### src/rtl/mem_arbiter_pkg.sv
// Shared types and defaults for the CPU/DMA memory arbiter.
// Holds the response owner tag and the default widths and starvation limit.
package mem_arbiter_pkg;

    localparam int DEF_ADDR_W       = 32;
    localparam int DEF_XLEN         = 32;
    localparam int DEF_MEM_LAT      = 1;
    localparam int DEF_STARVE_LIMIT = 4;

    typedef enum logic [1:0] {
        OWN_NONE = 2'b00,
        OWN_CPU  = 2'b01,
        OWN_DMA  = 2'b10
    } owner_e;

    // Byte write enables seen by the RAM: strobes only apply to writes.
    function automatic logic [3:0] byte_we(input logic we, input logic [3:0] strb);
        logic [3:0] res;
        if (we) begin
            res = strb;
        end else begin
            res = 4'b0000;
        end
        return res;
    endfunction

endpackage

### src/rtl/mem_arbiter_rsp_tag_pipe.sv
// Fixed-depth shift pipe carrying the owner of each RAM access so read data
// can be steered back to the right master when it emerges from the RAM.
module rsp_tag_pipe
    import mem_arbiter_pkg::*;
#(
    parameter int DEPTH = 1
) (
    input  logic   clk,
    input  logic   clr,
    input  owner_e tag_in,
    output owner_e tag_out
);

    owner_e pipe_r [DEPTH];

    // Shift one tag per cycle; a clear drops everything in flight.
    always_ff @(posedge clk) begin
        if (clr) begin
            for (int i = 0; i < DEPTH; i++) begin
                pipe_r[i] <= OWN_NONE;
            end
        end else begin
            pipe_r[0] <= tag_in;
            for (int i = 1; i < DEPTH; i++) begin
                pipe_r[i] <= pipe_r[i-1];
            end
        end
    end

    assign tag_out = pipe_r[DEPTH-1];

endmodule

### src/rtl/mem_arbiter.sv
// Two-master (CPU, DMA) arbiter onto a single-port RAM with fixed read latency.
// CPU has priority until the DMA has been denied STARVE_LIMIT cycles in a row.
module mem_arbiter
    import mem_arbiter_pkg::*;
#(
    parameter int ADDR_W       = DEF_ADDR_W,
    parameter int XLEN         = DEF_XLEN,
    parameter int MEM_LAT      = DEF_MEM_LAT,
    parameter int STARVE_LIMIT = DEF_STARVE_LIMIT
) (
    input  logic              clk,
    input  logic              rst,

    input  logic              cpu_req,
    input  logic              cpu_we,
    input  logic [ADDR_W-1:0] cpu_addr,
    input  logic [XLEN-1:0]   cpu_wdata,
    input  logic [3:0]        cpu_wstrb,
    output logic              cpu_gnt,
    output logic              cpu_rvalid,
    output logic [XLEN-1:0]   cpu_rdata,

    input  logic              dma_req,
    input  logic              dma_we,
    input  logic [ADDR_W-1:0] dma_addr,
    input  logic [XLEN-1:0]   dma_wdata,
    input  logic [3:0]        dma_wstrb,
    output logic              dma_gnt,
    output logic              dma_rvalid,
    output logic [XLEN-1:0]   dma_rdata,

    output logic              mem_en,
    output logic [3:0]        mem_we,
    output logic [ADDR_W-1:0] mem_addr,
    output logic [XLEN-1:0]   mem_wdata,
    input  logic [XLEN-1:0]   mem_rdata
);

    localparam int                WAIT_W  = $clog2(STARVE_LIMIT + 1);
    localparam logic [WAIT_W-1:0] LIMIT_C = WAIT_W'(STARVE_LIMIT);

    logic [WAIT_W-1:0] wait_cnt_r;
    logic              cpu_win_s;
    logic              dma_win_s;
    owner_e            tag_in_s;
    owner_e            tag_out_s;

    // Arbitration: CPU wins unless the DMA is also asking and has starved.
    always_comb begin
        cpu_win_s = 1'b0;
        dma_win_s = 1'b0;
        if (rst) begin
            cpu_win_s = 1'b0;
            dma_win_s = 1'b0;
        end else if (cpu_req && (!dma_req || (wait_cnt_r < LIMIT_C))) begin
            cpu_win_s = 1'b1;
        end else if (dma_req) begin
            dma_win_s = 1'b1;
        end else begin
            cpu_win_s = 1'b0;
            dma_win_s = 1'b0;
        end
    end

    // Count consecutive cycles the DMA is held off, saturating at the limit.
    always_ff @(posedge clk) begin
        if (rst) begin
            wait_cnt_r <= {WAIT_W{1'b0}};
        end else if (!dma_req || dma_win_s) begin
            wait_cnt_r <= {WAIT_W{1'b0}};
        end else if (wait_cnt_r != LIMIT_C) begin
            wait_cnt_r <= wait_cnt_r + WAIT_W'(1);
        end else begin
            wait_cnt_r <= wait_cnt_r;
        end
    end

    // RAM port mux and owner tag for the access issued this cycle.
    always_comb begin
        mem_en    = 1'b0;
        mem_we    = 4'b0000;
        mem_addr  = {ADDR_W{1'b0}};
        mem_wdata = {XLEN{1'b0}};
        tag_in_s  = OWN_NONE;
        case ({cpu_win_s, dma_win_s})
            2'b10: begin
                mem_en    = 1'b1;
                mem_we    = byte_we(cpu_we, cpu_wstrb);
                mem_addr  = cpu_addr;
                mem_wdata = cpu_wdata;
                if (cpu_we) begin
                    tag_in_s = OWN_NONE;
                end else begin
                    tag_in_s = OWN_CPU;
                end
            end
            2'b01: begin
                mem_en    = 1'b1;
                mem_we    = byte_we(dma_we, dma_wstrb);
                mem_addr  = dma_addr;
                mem_wdata = dma_wdata;
                if (dma_we) begin
                    tag_in_s = OWN_NONE;
                end else begin
                    tag_in_s = OWN_DMA;
                end
            end
            default: begin
                mem_en    = 1'b0;
                mem_we    = 4'b0000;
                mem_addr  = {ADDR_W{1'b0}};
                mem_wdata = {XLEN{1'b0}};
                tag_in_s  = OWN_NONE;
            end
        endcase
    end

    assign cpu_gnt = cpu_win_s;
    assign dma_gnt = dma_win_s;

    rsp_tag_pipe #(
        .DEPTH (MEM_LAT)
    ) u_tag_pipe (
        .clk     (clk),
        .clr     (rst),
        .tag_in  (tag_in_s),
        .tag_out (tag_out_s)
    );

    // Read data is valid for whichever master owns the tag leaving the pipe.
    always_comb begin
        cpu_rvalid = 1'b0;
        dma_rvalid = 1'b0;
        if (!rst) begin
            case (tag_out_s)
                OWN_CPU: cpu_rvalid = 1'b1;
                OWN_DMA: dma_rvalid = 1'b1;
                default: begin
                    cpu_rvalid = 1'b0;
                    dma_rvalid = 1'b0;
                end
            endcase
        end else begin
            cpu_rvalid = 1'b0;
            dma_rvalid = 1'b0;
        end
    end

    assign cpu_rdata = mem_rdata;
    assign dma_rdata = mem_rdata;

endmodule

### config.mk
export PLATFORM = sky130hd
export DESIGN_NAME = mem_arbiter
export DESIGN_NICKNAME = d
export VERILOG_FILES = /design/src/rtl/mem_arbiter_pkg.sv /design/src/rtl/mem_arbiter_rsp_tag_pipe.sv /design/src/rtl/mem_arbiter.sv
export SDC_FILE = /design/constraint.sdc
export NUM_CORES = 1
export LEC_CHECK = 0
export BUFFER_PORTS_ARGS = -buffer_cell sky130_fd_sc_hd__buf_2
export CORE_AREA = 2 2 120 122
export CTS_CLUSTER_DIAMETER = 100
export CTS_CLUSTER_SIZE = 24
export DETAILED_ROUTE_END_ITERATION = 8
export DIE_AREA = 0 0 122 124
export PLACE_DENSITY = 0.4
export SETUP_SLACK_MARGIN = 0.1
export SYNTH_ARGS = -nofsm -noshare
export SYNTH_HDL_FRONTEND = slang
export SYNTH_SLANG_ARGS = --single-unit
### constraint.sdc
create_clock -name clk -period 2.12 [get_ports clk]
set_input_delay 0.106 -clock clk [delete_from_list [all_inputs] [get_ports clk]]
set_output_delay 0.106 -clock clk [all_outputs]
set_load 0.01 [all_outputs]
==> reports/qor.csv, run 1 <==
stage,metric,value,unit
run_status,status,finished clean,
worst_setup_path,cpPeakStageDelay,320,ps
sta,hold_viol,0,
die,design.portCount,311,
sta,skew,2.79,ps
pwr,power_switching,0.207,mW
clock_tree,htreeDepth,1,
finish,drive_gt1_share,72.5,%
finish,fillers,1551,
finish,areaGrowthSynthToFinish,79.5,%
die,die-area,0.0151,mm²
placed_design,place_congestion,0.714,
sta,hold-worst-slack,65.3,ps
pwr,seq_power_share,12.8,%
logic_synthesis,yosys-top-cells-count,"buf_4 (70), a22o_1 (64), buf_2 (6), dfxtp_1 (5)",
worst_setup_path,crit_chain,nand2b_4 -> and3b_2 -> ha_4 -> nor2b_4 -> buf_12 -> clkbuf_16 -> a22o_1 -> buf_2,
finish,final_nets,510,
sta,layout_setup_ws,62.4,ps
finish,regArea,101,µm²
global_route,grtUsageTotal,7.61,%
pwr,p_int,0.549,mW
pwr,pwr-share-comb,46.1,%
global_route,grt_pass1_wl,8990,µm
pwr,netSwitchingFraction,27.4,%
logic_synthesis,ys_warn_count,0,
worst_setup_path,cp.required,2010,ps
worst_setup_path,cpLargestDelayFamily,buffers and inverters,
drt,avgRoutedWirePerCell,15.0,µm
global_route,overflow,0,
clock_tree,clk_latency,230,ps
sta,min_period_over_period,97.1,%
die,core_area,0.0137,mm²
worst_setup_path,critical_path_class,reg2out,
clock_tree,clk_pin_slew,30,ps
pwr,power_density,286,mW/mm²
logic_synthesis,ys_ff_latch,5,
logic_synthesis,syn_area,0.00147,mm²
worst_setup_path,crit_path_start_kind,flip-flop,
sta,grt_setup_unrepaired,true,
sta,setup_viol,0,
logic_synthesis,synth_ff_type,dfxtp_1,
finish,n_antenna_cell,0,
clock_tree,cts-root-buf,clkbuf_16,
global_route,grt_pass1_vias,1757,
logic_synthesis,ys_types,16,
placed_design,portBuffers,214,
die,die_w,122,µm
logic_synthesis,synth_area_leaders,"a22o_1 (38%), buf_4 (36%), dfxtp_1 (6.8%)",
sta,tightest_slew,372,ps
hold_path,holdCritPathClass,in2reg,
die,chipHeight,124,µm
clock_tree,cts_tree,done,
worst_setup_path,critPathCaptureType,output pin,
drt,drt_iter0_drc,42,
placed_design,placed_area,0.00228,mm²
sta,drv_slew,0,
drt,ant_nets,0,
pwr,clock_power_share,41.1,%
sta,tns,0,ps
die,start_util,10.7,%
drt,num_vias,1993,
finish,final_area,0.00265,mm²
drt,drcViolationCount,0,
worst_setup_path,crit_buf_inv,3,
worst_setup_path,crit_path_max_fanout,8,
finish,finish.utilization,19.3,%
logic_synthesis,synth_nets,354,
clock_tree,cts.sinks,5,
placed_design,hpwl,5500,µm
pwr,p_leak,1.49,nW
drt,firstDrtPassIters,4,
sta,maxSlewHeadroom,74.9,%
global_route,grt_start_max_net_pins,36,
global_route,antenna_found_initial,0,
logic_synthesis,synth_edf_count,0,
clock_tree,cts_buffers,3,
logic_synthesis,synth_cells,176,
placed_design,post-place-ws,231,ps
drt,finalWirelength,7680,µm
finish,multi_input_area,818,µm²
logic_synthesis,postSynth.asyncResetShare,0,%
logic_synthesis,syn_area_per_cell,8.37,µm²
run,max_cap_violations,0,
logic_synthesis,yosysMostFrequentCell,buf_4,
logic_synthesis,yosys.area.top_type_share,38.0,%
clock_tree,clk_path_buf_depth,2,
die,num_rows,43,
logic_synthesis,synth_top_cell_by_area,a22o_1,
pwr,ir_worst_vdd,0.351,mV
worst_setup_path,worstPathArrival,1950,ps
sta,max_freq,486,MHz
logic_synthesis,ys_seq_area_share,6.79,%
drt,avgViaCountPerCell,3.90,
worst_setup_path,slowest_stage,dfxtp_2,
sta,fin_crit,2060,ps
[registers in the layout, summed over array words and instances, names as in the netlist]
signal and flops:
wait_cnt_r 3, u_tag_pipe.pipe_r 2
[per-layer routing]
metal / global-route usage (%) / vias up / share of wire [%]
li1: - / 916 / -
met5: 0 / - / 0
met3: 2.34 / 23 / 11
met4: 2.30 / 0 / 1.5
met2: 13.4 / 153 / 50
met1: 8.82 / 901 / 38
[kinds of logic (layout without fill, tap and decap cells)]
kind of cell               after synthesis  count (layout)  share of synthesized area [%]
DFF                                      5               5                           6.79
AOI/OAI and AO/OA                       68              68                           40.7
and+or+nand+nor                         17              17                           8.32
adders and majority gates                4               4                           3.40
buffers and inverters                   82             237                           40.7
[power groups by stage]
stage	Combinational (mW)	Clock [mW]	Sequential [mW]
4_1_cts	0.318	0.316	0.0971
6_report	0.349	0.311	0.0971
3_5_place_dp	0.300	0	0.0984
2_1_floorplan	0.229	0	0.0983
5_1_grt	0.380	0.325	0.0972
3_3_place_gp	0.298	0	0.0984
[cell type report]
type	count	area share, %
Inverter	3	0.426
Tap cell	180	8.51
Timing Repair Buffer	230	53.3
Multi-Input combinational cell	89	30.9
Clock buffer	4	2.98
Sequential cell	5	3.83
[metrics by stage]
stage / cells / total power [mW]
6_report: 511 / 0.757
5_1_grt: 511 / 0.802
4_1_cts: 502 / 0.731
3_5_place_dp: 495 / 0.399
3_3_place_gp: 495 / 0.396
2_1_floorplan: 176 / 0.328
[placed cells by master (no fill, tap or decap), drive strengths merged]
cell type	Yosys	layout
a22o	64	64
a32o	4	4
and2	3	3
and3b	3	3
buf	79	224
clkbuf	0	10
dfxtp	5	5
ha	4	4
inv	3	3
nand2	1	1
nand2b	1	1
nand3b	2	2
nor2b	2	2
nor3b	4	4
nor4bb	1	1
[path summary, 6_finish.rpt]
path / depth (start not counted) / start / to / slack (ps)
worst max register to register: 6 / wait_cnt_r[2] / u_tag_pipe.pipe_r[0][1] / 520
worst min-delay path: 2 / cpu_we / u_tag_pipe.pipe_r[0][0] / 70
worst max-delay path: 8 / wait_cnt_r[2] / mem_addr[7] / 60
worst min register to register: 2 / wait_cnt_r[0] / wait_cnt_r[0] / 500
[repair_timing]
item / in CTS / in global routing
resized for setup: 2 / 9
cloned: 1 / 8
pin swaps: 0 / 52
hold buffers: 0 / 0
buffers inserted: 2 / 1
endpoints found under the setup margin: 68 / 68
Note: power is estimated with default switching activity, not from simulation.
==> inputs of run 2 (changes only) <==
==> constraint.sdc (replaced) <==
create_clock -name clk -period 2.14 [get_ports clk]
set_input_delay 0.107 -clock clk [delete_from_list [all_inputs] [get_ports clk]]
set_output_delay 0.107 -clock clk [all_outputs]
set_load 0.01 [all_outputs]
==> run 2 against run 1 <==
Effect of this change:
- worst hold slack improved by 6.6 ps
- worst setup slack improved by 36 ps
- combinational power decreased by 6.3%
- non-clock buffer count decreased by 6
- sequential cell count unchanged
- critical endpoint is now mem_wdata[17]
==> reports/qor.csv, run 2 (synthesized netlist as in run 1, its figures left out) <==
stage,metric,value,unit,change
run_status,status,finished clean,,
worst_setup_path,cpLargestDelayFamily,buffers and inverters,,
sta,max_freq,490,MHz,
worst_setup_path,worstPathArrival,1930,ps,-20 ps
finish,final_cell_mix,"buf_2 (212), a22o_1 (63), clkbuf_16 (5)",,
clock_tree,cts-root-buf,clkbuf_16,,
global_route,antenna_found_initial,0,,unchanged
drt,ant_nets,0,,unchanged
worst_setup_path,crit_path_max_fanout,9,,+1
worst_setup_path,crit_path_start_kind,flip-flop,,
worst_setup_path,reg2reg_to,u_tag_pipe.pipe_r[0][1],,
worst_setup_path,cp.required,2030,ps,+20 ps
global_route,grt_start_max_net_pins,36,,unchanged
sta,tns,0,ps,unchanged
die,start_util,10.7,%,unchanged
worst_setup_path,path_depth,8,,unchanged
clock_tree,clk_latency,230,ps,about the same
drt,num_vias,1928,,-3.3%
global_route,overflow,0,,unchanged
drt,avgViaCountPerCell,3.82,,-2.1%
pwr,power_density,287,mW/mm²,+0.29%
finish,top_register,wait_cnt_r,,
drt,firstDrtPassIters,4,,unchanged
global_route,grt_pass1_vias,1811,,+3.1%
worst_setup_path,slowest_stage,dfxtp_2,,
finish,final_nets,504,,-1.2%
hold_path,holdCritPathClass,in2reg,,
die,core_area,0.0137,mm²,unchanged
die,die_w,122,µm,unchanged
die,design.portCount,311,,unchanged
pwr,finalPower,0.726,mW,-4.0%
finish,fillers,1552,,+0.064%
worst_setup_path,critical_path_class,reg2out,,
sta,hold_viol,0,,unchanged
die,die-area,0.0151,mm²,unchanged
clock_tree,cts_buffers,3,,unchanged
run,max_cap_violations,0,,unchanged
clock_tree,cts_tree,done,,
worst_setup_path,critPathCaptureType,output pin,,
finish,layout_commonest_cell,buf_2,,
finish,drive_gt1_share,72.0,%,-0.51 points
placed_design,portBuffers,214,,unchanged
sta,min_period_over_period,95.4,%,
sta,fin_crit,2040,ps,
die,num_rows,43,,unchanged
drt,drt_iter0_drc,40,,-4.8%
finish,multi_input_area,818,µm²,unchanged
sta,tightest_slew,356,ps,-15.6 ps
sta,drv_slew,0,,unchanged
sta,grt_setup_unrepaired,true,,
clock_tree,htreeDepth,1,,unchanged
global_route,grtUsageTotal,7.71,%,+0.099 points
worst_setup_path,rr_worst_depth,6,,unchanged
sta,maxSlewHeadroom,75.9,%,+1.1 points
sta,setup_viol,0,,unchanged
global_route,grt_pass1_wl,9180,µm,+2.1%
pwr,p_leak,1.45,nW,-3.3%
drt,finalWirelength,7030,µm,-8.5%
clock_tree,cts.sinks,5,,unchanged
worst_setup_path,crit_buf_inv,3,,unchanged
placed_design,hpwl,5460,µm,-0.79%
sta,layout_setup_ws,98.9,ps,+36.5 ps
worst_setup_path,crit_chain,nand2b_4 -> and3b_2 -> ha_4 -> nor2b_4 -> buf_12 -> clkbuf_16 -> a22o_1 -> buf_2,,
finish,largest_reg_flops,3,,unchanged
clock_tree,clk_pin_slew,30,ps,about the same
worst_setup_path,r2r_start,wait_cnt_r[2],,
finish,reg.largest.list,"wait_cnt_r (3), u_tag_pipe.pipe_r (2)",,
pwr,ir_worst_vdd,0.459,mV,+31%
worst_setup_path,r2r_setup_slack,550,ps,+30 ps
sta,skew,2.09,ps,-0.700 ps
worst_setup_path,cpPeakStageDelay,310,ps,about the same
die,chipHeight,124,µm,unchanged
clock_tree,hold_buffers,0,,unchanged
drt,avgRoutedWirePerCell,13.9,µm,-7.4%
clock_tree,clk_path_buf_depth,2,,unchanged
placed_design,place_congestion,0.714,,unchanged
finish,areaGrowthSynthToFinish,71.7,%,
worst_setup_path,crit_path_start,wait_cnt_r[2],,
finish,n_antenna_cell,0,,unchanged
hold_path,min_path_cells,2,,unchanged
worst_setup_path,crit_path_end,mem_wdata[17],,
placed_design,post-place-ws,250,ps,+18.6 ps
finish,regArea,101,µm²,unchanged
drt,drcViolationCount,0,,unchanged
[run 2: changes by cell type in the layout (fill, tap and decap cells not counted), sizes merged]
cell / change
buf: -3
clkbuf: -4
bufbuf: +1
[run 2: through the flow]
stage               utilization [%]  cell area (µm²)  std cells  hold slack (ps)
finish                         18.4             2530        505             71.8
global route                   18.4             2530        505             77.9
CTS                            17.7             2430        502             70.9
detailed placement             16.6             2280        495              214
global placement               16.6             2280        495              214
floorplan                         -             1470        176              182
[run 2: final cells by class]
class,count,share of cell area [%]
flip-flops and latches,5,4.00
well taps,180,8.90
inverters,3,0.445
clock buffers,4,3.11
repair buffers,224,51.2
multi-input cells,89,32.3
[run 2: worst reg2reg max path: stages, from the launching register on]
cell and delay (ps):
dfxtp_2 310, nand2b_4 130, and3b_2 220, ha_4 240
nor2b_4 170, buf_12 200, nor3b_1 220
[run 2: repair_timing]
item | 4_1_cts | 5_1_grt
endpoints found under the hold margin | 0 | 0
setup endpoints to repair | 64 | 68
gates resized for setup | 2 | 8
cloned | 1 | 2
setup buffers | 2 | 1
pin swaps | 0 | 11
[run 2: routing by layer]
| layer | global-route usage [%] | routed length, µm |
|---|---|---|
| met1 | 9.32 | 2660 |
| met2 | 13.5 | 3530 |
| met3 | 2.24 | 753 |
| met4 | 1.65 | 82 |
| met5 | 0 | 0 |
[run 2: where the power goes]
| part | switching (mW) | leakage, nW | internal (mW) | total, mW |
|---|---|---|---|---|
| combinational | 0.136 | 1.37 | 0.191 | 0.327 |
| clock | 0.0566 | 0.0382 | 0.246 | 0.303 |
| sequential | 0.000762 | 0.0410 | 0.0954 | 0.0962 |
[run 2: how the worst min path moves through the flow]
| stage | startpoint | to | slack [ps] |
|---|---|---|---|
| after floorplan | cpu_we | u_tag_pipe.pipe_r[0][0] | 180 |
| after global placement | mem_rdata[5] | dma_rdata[5] | 210 |
| after detailed placement | mem_rdata[5] | dma_rdata[5] | 210 |
| after CTS | cpu_we | u_tag_pipe.pipe_r[0][0] | 70 |
| after global routing | cpu_we | u_tag_pipe.pipe_r[0][0] | 80 |
| final | cpu_we | u_tag_pipe.pipe_r[0][0] | 70 |
